==> config.mk <==
export PLATFORM = sky130hd
export DESIGN_NAME = mult_div_unit_flat
export DESIGN_NICKNAME = d
export VERILOG_FILES = /design/src/rtl/mult_div_unit_if.sv /design/src/rtl/mult_div_unit.sv /design/src/flat_wrapper.sv
export SDC_FILE = /design/constraint.sdc
export NUM_CORES = 1
export LEC_CHECK = 0
export BUFFER_PORTS_ARGS = -buffer_cell sky130_fd_sc_hd__buf_4
export CAP_MARGIN = 10
export CORE_ASPECT_RATIO = 1.2
export CORE_MARGIN = 8
export CORE_UTILIZATION = 50
export DETAILED_ROUTE_END_ITERATION = 10
export PLACE_DENSITY = 0.71
export SETUP_SLACK_MARGIN = 0.1
export SLEW_MARGIN = 20
export SYNTH_ARGS = -nofsm -noshare
export SYNTH_HDL_FRONTEND = slang
export SYNTH_SLANG_ARGS = --single-unit
==> constraint.sdc <==
create_clock -name clock -period 8.9 [get_ports clock]
set_input_delay 1.78 -clock clock [delete_from_list [all_inputs] [get_ports clock]]
set_output_delay 1.78 -clock clock [all_outputs]
set_load 0.005 [all_outputs]
==> src/rtl/mult_div_unit_if.sv <==
// Request/response bundle between the pipeline and mult_div_unit:
// operand/op issue, MTHI/MTLO writes, and the busy/done/HI/LO results.
interface mult_div_unit_if #(
    parameter int WIDTH = 32
);
    logic             start;
    logic [1:0]       op;
    logic [WIDTH-1:0] A;
    logic [WIDTH-1:0] B;
    logic             hi_we;
    logic             lo_we;
    logic [WIDTH-1:0] wr_data;
    logic             busy;
    logic             done;
    logic [WIDTH-1:0] HI;
    logic [WIDTH-1:0] LO;

    modport master (
        output start, op, A, B, hi_we, lo_we, wr_data,
        input  busy, done, HI, LO
    );

    modport slave (
        input  start, op, A, B, hi_we, lo_we, wr_data,
        output busy, done, HI, LO
    );
endinterface

==> src/rtl/mult_div_unit.sv <==
// Iterative MIPS-style MULT/MULTU (and DIV/DIVU when MDU_DIV_EN is defined)
// with HI/LO result registers; 32 iterations, one sign-fix cycle, one commit cycle.
module mult_div_unit #(
    parameter int WIDTH = 32
) (
    input logic           clock,
    input logic           reset,
    mult_div_unit_if.slave bus
);
    typedef enum logic [1:0] {IDLE, RUN, FIX} state_t;

    state_t           state_q, state_d;
    logic [5:0]       cnt_q, cnt_d;
    logic [WIDTH-1:0] m_q, m_d;
    logic [WIDTH-1:0] acc_hi_q, acc_hi_d;
    logic [WIDTH-1:0] acc_lo_q, acc_lo_d;
    logic [WIDTH-1:0] hi_q, hi_d;
    logic [WIDTH-1:0] lo_q, lo_d;
    logic             neg_q, neg_d;
    logic             busy_q, busy_d;
    logic             done_q, done_d;
    logic             commit_q, commit_d;

    logic             sgn;
    logic             accept;
    logic [WIDTH-1:0] mag_a, mag_b, addend;
    logic [WIDTH:0]   sum;
    logic [2*WIDTH-1:0] prod;
`ifdef MDU_DIV_EN
    logic             div_q, div_d;
    logic             bz_q, bz_d;
    logic             rneg_q, rneg_d;
    logic [WIDTH-1:0] a_q, a_d;
    logic [WIDTH:0]   shifted;
    logic             ge;
`endif

    always_comb begin
        state_d  = state_q;
        cnt_d    = cnt_q;
        m_d      = m_q;
        acc_hi_d = acc_hi_q;
        acc_lo_d = acc_lo_q;
        hi_d     = hi_q;
        lo_d     = lo_q;
        neg_d    = neg_q;
        busy_d   = busy_q;
        done_d   = 1'b0;
        commit_d = commit_q;
`ifdef MDU_DIV_EN
        div_d    = div_q;
        bz_d     = bz_q;
        rneg_d   = rneg_q;
        a_d      = a_q;
        shifted  = {acc_hi_q, acc_lo_q[WIDTH-1]};
        ge       = shifted >= {1'b0, m_q};
        accept   = bus.start;
`else
        accept   = bus.start && !bus.op[1];
`endif
        sgn    = ~bus.op[0];
        mag_a  = (sgn && bus.A[WIDTH-1]) ? -bus.A : bus.A;
        mag_b  = (sgn && bus.B[WIDTH-1]) ? -bus.B : bus.B;
        addend = acc_lo_q[0] ? m_q : '0;
        sum    = {1'b0, acc_hi_q} + {1'b0, addend};
        prod   = {acc_hi_q, acc_lo_q};

        unique case (state_q)
            IDLE: begin
                // The result is held one cycle after FIX so HI/LO and done change together.
                if (commit_q) begin
                    hi_d     = acc_hi_q;
                    lo_d     = acc_lo_q;
                    done_d   = 1'b1;
                    commit_d = 1'b0;
                end else if (bus.start) begin
                    if (accept) begin
                        state_d  = RUN;
                        cnt_d    = '0;
                        busy_d   = 1'b1;
                        acc_hi_d = '0;
                        neg_d    = sgn & (bus.A[WIDTH-1] ^ bus.B[WIDTH-1]);
`ifdef MDU_DIV_EN
                        div_d  = bus.op[1];
                        bz_d   = (bus.B == '0);
                        rneg_d = sgn & bus.A[WIDTH-1];
                        a_d    = bus.A;
                        if (bus.op[1]) begin
                            acc_lo_d = mag_a;
                            m_d      = mag_b;
                        end else
`endif
                        begin
                            acc_lo_d = mag_b;
                            m_d      = mag_a;
                        end
                    end
                end else begin
                    if (bus.hi_we) hi_d = bus.wr_data;
                    if (bus.lo_we) lo_d = bus.wr_data;
                end
            end
            RUN: begin
                cnt_d = cnt_q + 6'd1;
`ifdef MDU_DIV_EN
                if (div_q) begin
                    acc_hi_d = ge ? shifted[WIDTH-1:0] - m_q : shifted[WIDTH-1:0];
                    acc_lo_d = {acc_lo_q[WIDTH-2:0], ge};
                end else
`endif
                begin
                    acc_hi_d = sum[WIDTH:1];
                    acc_lo_d = {sum[0], acc_lo_q[WIDTH-1:1]};
                end
                if (cnt_q == 6'd31) begin
                    state_d = FIX;
                    cnt_d   = '0;
                end
            end
            FIX: begin
`ifdef MDU_DIV_EN
                if (div_q) begin
                    if (bz_q) begin
                        acc_hi_d = a_q;
                        acc_lo_d = '1;
                    end else begin
                        acc_hi_d = rneg_q ? -acc_hi_q : acc_hi_q;
                        acc_lo_d = neg_q ? -acc_lo_q : acc_lo_q;
                    end
                end else
`endif
                begin
                    {acc_hi_d, acc_lo_d} = neg_q ? -prod : prod;
                end
                state_d  = IDLE;
                busy_d   = 1'b0;
                commit_d = 1'b1;
            end
            default: state_d = IDLE;
        endcase
    end

    always_ff @(posedge clock) begin
        if (reset) begin
            state_q  <= IDLE;
            cnt_q    <= '0;
            m_q      <= '0;
            acc_hi_q <= '0;
            acc_lo_q <= '0;
            hi_q     <= '0;
            lo_q     <= '0;
            neg_q    <= 1'b0;
            busy_q   <= 1'b0;
            done_q   <= 1'b0;
            commit_q <= 1'b0;
`ifdef MDU_DIV_EN
            div_q    <= 1'b0;
            bz_q     <= 1'b0;
            rneg_q   <= 1'b0;
            a_q      <= '0;
`endif
        end else begin
            state_q  <= state_d;
            cnt_q    <= cnt_d;
            m_q      <= m_d;
            acc_hi_q <= acc_hi_d;
            acc_lo_q <= acc_lo_d;
            hi_q     <= hi_d;
            lo_q     <= lo_d;
            neg_q    <= neg_d;
            busy_q   <= busy_d;
            done_q   <= done_d;
            commit_q <= commit_d;
`ifdef MDU_DIV_EN
            div_q    <= div_d;
            bz_q     <= bz_d;
            rneg_q   <= rneg_d;
            a_q      <= a_d;
`endif
        end
    end

    assign bus.busy = busy_q;
    assign bus.done = done_q;
    assign bus.HI   = hi_q;
    assign bus.LO   = lo_q;
endmodule

==> src/flat_wrapper.sv <==
// flat-port wrapper written by rule: the top's interface ports become plain ports
module mult_div_unit_flat 
#(
    parameter int WIDTH = 32
)
  (clock, reset, bus_start, bus_op, bus_A, bus_B, bus_hi_we, bus_lo_we, bus_wr_data, bus_busy, bus_done, bus_HI, bus_LO);
  mult_div_unit_if #(.WIDTH(WIDTH)) bus_i ();
  input logic clock;
  input logic reset;
  input wire logic [$bits(bus_i.start)-1:0] bus_start;
  input wire logic [$bits(bus_i.op)-1:0] bus_op;
  input wire logic [$bits(bus_i.A)-1:0] bus_A;
  input wire logic [$bits(bus_i.B)-1:0] bus_B;
  input wire logic [$bits(bus_i.hi_we)-1:0] bus_hi_we;
  input wire logic [$bits(bus_i.lo_we)-1:0] bus_lo_we;
  input wire logic [$bits(bus_i.wr_data)-1:0] bus_wr_data;
  output wire logic [$bits(bus_i.busy)-1:0] bus_busy;
  output wire logic [$bits(bus_i.done)-1:0] bus_done;
  output wire logic [$bits(bus_i.HI)-1:0] bus_HI;
  output wire logic [$bits(bus_i.LO)-1:0] bus_LO;
  assign bus_i.start = bus_start;
  assign bus_i.op = bus_op;
  assign bus_i.A = bus_A;
  assign bus_i.B = bus_B;
  assign bus_i.hi_we = bus_hi_we;
  assign bus_i.lo_we = bus_lo_we;
  assign bus_i.wr_data = bus_wr_data;
  assign bus_busy = bus_i.busy;
  assign bus_done = bus_i.done;
  assign bus_HI = bus_i.HI;
  assign bus_LO = bus_i.LO;
  mult_div_unit #(.WIDTH(WIDTH)) u_core (.clock(clock), .reset(reset), .bus(bus_i));
endmodule
# --- Word level (Yosys, flattened, before mapping) ---
# Cells that the tools add are included.
totals:
  reg_bits: 172
  latch_bits: 0
  ram_bits: 0
  romBits: 0
  in_bits: 103
  out_inout_bits: 66
  elab_cells: 82
  memories: 0
classes:
  addsub: 5
  n_mul: 0
  div_mod_pow: 0
  n_lt_le_gt_ge: 0
  n_eq_ne: 9
  shift: 0
  n_mux: 34
  bitwise_logic: 5
  reduce_logical: 18
op_table:
  columns: ["cell", "count"]
  rows:
  - ["$mux W32", 15]
  - ["$pmux W32 S3", 2]
  - ["$mux W64", 1]
  - ["$neg A32 Y32", 2]
  - ["$neg A64 Y64", 1]
  - ["$add A32 B32 Y33", 1]
  - ["$mux W6", 4]
  - ["$reduce_and A4 Y1", 4]
  - ["$pmux W6 S2", 1]
  - ["$mux W2", 4]
  - ["$ne A2 B1 Y1 const B", 4]
  - ["$reduce_bool A2 Y1", 4]
  - ["$add A6 B1 Y6 const B", 1]
  - ["$eq A6 B5 Y1 const B", 1]
  - ["$reduce_and A3 Y1", 2]
  - ["$reduce_and A5 Y1", 1]
  - ["$mux W1", 4]
  - ["$ne A2 B2 Y1 const B", 2]
  - ["$pmux W1 S2", 2]
  - ["$pmux W2 S2", 1]
  - ["$logic_and A1 B1 Y1", 3]
  - ["$not A1 Y1", 3]
  - ["$reduce_bool A3 Y1", 1]
  - ["$eq A2 B1 Y1 const B", 1]
  - ["other kinds (6)", 6]

# --- Logic depth before layout (Yosys ltp) ---
depth:
  ltp_word: 7
  ltp_mapped: 14

# --- Worst setup path before layout ---
# No wires, ideal clock.
synth_path:
  path_type: "input-to-reg"
  from: "input bus_B[1]"
  to: "register u_core.acc_lo_q[22]"
  arrival_ns: 4.064
  slack_ns: 4.720
  cell_stages: 9
  n_path_buf: 0
  path_cell_list: "inv_1 -> ha_1 -> or4b_2 -> or2_2 -> o41ai_1 -> o21ai_0 -> xnor2_1 -> mux2i_1 -> a22o_1"
synth_between:
  elab_chain_cells: 6
synth_lines:
  columns: ["item", "line_no", "rtl"]
  rows:
  - ["start: declaration", "flat_wrapper.sv:13", "input wire logic [$bits(bus_i.B)-1:0] bus_B;"]
  - ["$neg A32 Y32", "mult_div_unit.sv:63", "mag_b = (sgn && bus.B[WIDTH-1]) ? -bus.B : bus.B;"]
  - ["$mux W32", "mult_div_unit.sv:63", null]
  - ["$mux W32", "mult_div_unit.sv:77", "if (accept) begin"]
  - ["$mux W32", "mult_div_unit.sv:76", "end else if (bus.start) begin"]
  - ["$mux W32", "mult_div_unit.sv:71", "if (commit_q) begin"]
  - ["$pmux W32 S3", "mult_div_unit.sv:68", "unique case (state_q)"]
  - ["end signal: assignment", "mult_div_unit.sv:167", "acc_lo_q <= acc_lo_d;"]
  - ["end: declaration", "mult_div_unit.sv:16", "logic [WIDTH-1:0] acc_lo_q, acc_lo_d;"]
# Every way passes these cells. The select of a mux whose other input is x is not followed.
# A chain may end at the register's enable or synchronous reset.

# --- Worst setup path in the final report ---
layout_path:
  from: "input bus_B[1]"
  to: "register u_core.acc_lo_q[28]"
# Same word-level chain as after synthesis.

==> run summary <==
- setup TNS: 0 ps
- most frequently used cell type in the post-synthesis netlist: sky130_fd_sc_hd__nor2_1
- FF-to-FF path depth: 13
- share of the synthesized area in the top cell type: 0.296
- worst r2r dst: u_core.acc_hi_q[29]
- slew at the pin closest to its max-slew limit: 1060 ps
- Worst R2R Setup Slack: 5110 ps
- maximum VDD drop: 0.000149 V
- CP Launch Type: primary input
- largest incremental delay on the critical path: 640 ps
- largest cells by area after synthesis: sky130_fd_sc_hd__dfxtp_1 (30%), sky130_fd_sc_hd__a21oi_1 (7.0%), sky130_fd_sc_hd__a211oi_1 (6.5%)
- Initial DRC Count: 912
- hold buffer count at cts: 0
- gate count after technology mapping: 1541
- area enclosed by the die boundary: 0.0284 sq mm
- ratio of cells with drive above 1 in the final layout: 0.147
- number of placement rows: 61
- final worst setup slack: 4770 ps
- clock tree from TritonCTS: built
- unrepaired setup endpoints after global routing: false
- number of I/O pins: 169
- worst-path cell chain: buf_4, inv_1, ha_1, or4b_2, or2_2, o41ai_1, o21ai_0, xor2_1, nor3_1, nor4_1
- placeable core region: 0.0230 sq mm
- average routed wire per standard cell: 19.8 microns
- count of cell types in the netlist: 69
- Leakage: 5.34 nW
- global-route wire length before repair: 61.4 mm
- mean post-synth cell area: 7.54 sq um
- pin count of the biggest net entering global routing: 72
- Hold WC Path Type: reg2reg
- overall via count from detail_route: 11900
- pre-CTS setup slack: 4340 ps
- Worst path slowest cell: sky130_fd_sc_hd__o41ai_1
- residual overflow from global routing: 0
- sort of element at the end of the critical path: flop
- vias per cell: 6.08
- number of global-route vias before repair: 11300
- most used flip-flop cell after synthesis: sky130_fd_sc_hd__dfxtp_1
- PostCTS Resize Cnt: 0
- fraction of registers with async set or reset after synthesis: 0
- number of synthesized flops with an enable pin: 0
- Final Slew Violations: 0
- # port buffers: 168
- initial antenna violation count: 0
- initial core utilization: 0.506
- final weighted congestion in routability-driven placement: 0.946
- run status: finished clean
- fin crit share: 0.464
- nets: 1772
- max frequency: 242 MHz
- number of clock sinks: 172
- cell area after layout: 0.0136 sq mm
- die extent in y: 183 microns
- global-route usage over all layers: 0.269
- most common library cells after synthesis: sky130_fd_sc_hd__nor2_1 (199), sky130_fd_sc_hd__dfxtp_1 (172), sky130_fd_sc_hd__a21oi_1 (162), sky130_fd_sc_hd__a211oi_1 (100), sky130_fd_sc_hd__clkbuf_1 (97)
- worst-case clock buffer depth: 2
- Yosys warning count: 0
- Buf+Inv Stages, Crit Path: 2
- total wire length after detailed routing: 38.8 mm
- Netlist Area Pre-Place: 0.0116 sq mm
- total nets after synthesis: 1684
- arrival time at the worst endpoint: 4480 ps
- flop and latch count out of synthesis: 172
- final worst clock skew: 11.5 ps
- final period demand of the worst path: 4130 ps
- clock insertion delay at the later pin of the skew report: 450 ps
- cts bufs inserted: 17
- power density of the placed cells: 211 mW/mm^2
- number of optimization iterations in the first detailed-route pass: 6
- final setup violation count: 0
- clock tree root driver cell: sky130_fd_sc_hd__clkbuf_16
- worst max-slew margin expressed relative to the limit: 0.293
- final hold violations: 0
- cell family with the largest share of critical-path delay: simple AND/OR/NAND/NOR gates
- Max-Cap Viols: 0
- area added between synthesis and finish: 16.7%
- logic depth of the worst path, buffers included: 10
- Pwr Total: 0.00286 W
- sequential-to-total area share from yosys stat: 0.296
- Critical Path Fanout Max: 4
- DRC viols: 0
- start point of the critical path: bus_B[1]
- post-place instance area: 0.0130 sq mm
- critical setup path kind: in2reg
- data required time at the worst endpoint: 9250 ps
- Final ANT Viol Nets: 0
- crit path capture: u_core.acc_lo_q[28]
- Post-CTS Setup Inserts: 0
- placed wire-length estimate: 29.4 mm
- die outline width: 155 microns
- Yosys top cell by area: sky130_fd_sc_hd__dfxtp_1
- Worst R2R Start: u_core.acc_lo_q[0]
- number of H-tree levels: 4
- Clock transition at path regs: 70 ps
worst min path at each step:
stage	from	to	slack (ps)	cells past startpoint
CTS	u_core.m_q[25]	u_core.m_q[25]	450	2
finish	u_core.m_q[24]	u_core.m_q[24]	450	2
global placement	u_core.m_q[26]	u_core.m_q[26]	440	2
detailed placement	u_core.m_q[25]	u_core.m_q[25]	440	2
global route	u_core.m_q[24]	u_core.m_q[24]	480	2
floorplan	u_core.m_q[24]	u_core.m_q[24]	430	2
layout by cell type, fill, tap and decap left out, types with 58 or more instances in the layout:
| master | count |
|---|---|
| sky130_fd_sc_hd__o21ai_0 | 71 |
| sky130_fd_sc_hd__buf_4 | 182 |
| sky130_fd_sc_hd__a21oi_1 | 162 |
| sky130_fd_sc_hd__xor2_1 | 58 |
| sky130_fd_sc_hd__dfxtp_1 | 171 |
| sky130_fd_sc_hd__nor2_1 | 196 |
| sky130_fd_sc_hd__xnor2_1 | 60 |
| sky130_fd_sc_hd__nand2_1 | 91 |
| sky130_fd_sc_hd__a211oi_1 | 100 |
| sky130_fd_sc_hd__nor3_1 | 58 |
worst reg2reg max path, cell delays in order, from the launching register on:
cell,delay [ps]
sky130_fd_sc_hd__dfxtp_1,310
sky130_fd_sc_hd__buf_4,320
sky130_fd_sc_hd__and2_1,210
sky130_fd_sc_hd__ha_1,170
sky130_fd_sc_hd__inv_1,60
sky130_fd_sc_hd__fa_1,390
sky130_fd_sc_hd__nand2b_1,180
sky130_fd_sc_hd__a21oi_1,390
sky130_fd_sc_hd__o21a_1,170
sky130_fd_sc_hd__a21oi_1,100
sky130_fd_sc_hd__o41ai_1,760
sky130_fd_sc_hd__a41oi_1,240
sky130_fd_sc_hd__xor2_1,220
sky130_fd_sc_hd__o221ai_1,120
stage by stage:
| step | util | hold WS [ps] | cells |
|---|---|---|---|
| 5_1_grt | 0.590 | 477 | 1957 |
| 6_report | 0.590 | 447 | 1958 |
| 3_5_place_dp | 0.564 | 442 | 1925 |
| 2_1_floorplan | - | 427 | 1541 |
| 4_1_cts | 0.590 | 449 | 1957 |
| 3_3_place_gp | 0.564 | 437 | 1925 |
cell families (layout without fill, tap and decap cells):
logic type / count (synthesis) / after routing / synth area share
fa+ha+maj: 40 / 40 / 0.0437
simple gates: 560 / 560 / 0.236
other cells: 0 / 1 / 0
flops: 172 / 172 / 0.296
mux: 7 / 7 / 0.00625
buf+inv: 138 / 239 / 0.0466
xor+xnor: 118 / 118 / 0.0890
compound gates: 506 / 506 / 0.282
sequential cells by signal, summed over array words and instances (netlist names):
name	flops
u_core.acc_hi_q	32
u_core.acc_lo_q	32
u_core.bus.HI	32
u_core.bus.LO	32
u_core.bus.busy	1
u_core.bus.done	1
u_core.cnt_q	6
u_core.commit_q	1
u_core.m_q	32
u_core.neg_q	1
u_core.state_q	2
report_power, final:
part | switching (W) | total [W] | internal, W
logic | 0.000624 | 0.00105 | 0.000423
clock network | 0.000379 | 0.000760 | 0.000381
registers | 0.000162 | 0.00105 | 0.000888
total | 0.00116 | 0.00286 | 0.00169
layout make-up:
type | count | area [sq um]
clock buffer | 17 | 425
sequential | 172 | 3450
fill | 2217 | 9420
inverter | 25 | 93.8
clock inverter | 15 | 174
timing repair buffer | 182 | 1370
tap | 315 | 394
multi-input combinational | 1231 | 7650
antenna | 1 | 2.50
per-layer routing:
layer  GRT usage  vias up  share of wire
li1            -     5817              -
met1       0.318     5511           0.41
met2       0.468      480           0.49
met3      0.0398       91          0.062
met4       0.132        0          0.041
met5           0        -              0
(Power assumes the default switching activity.)
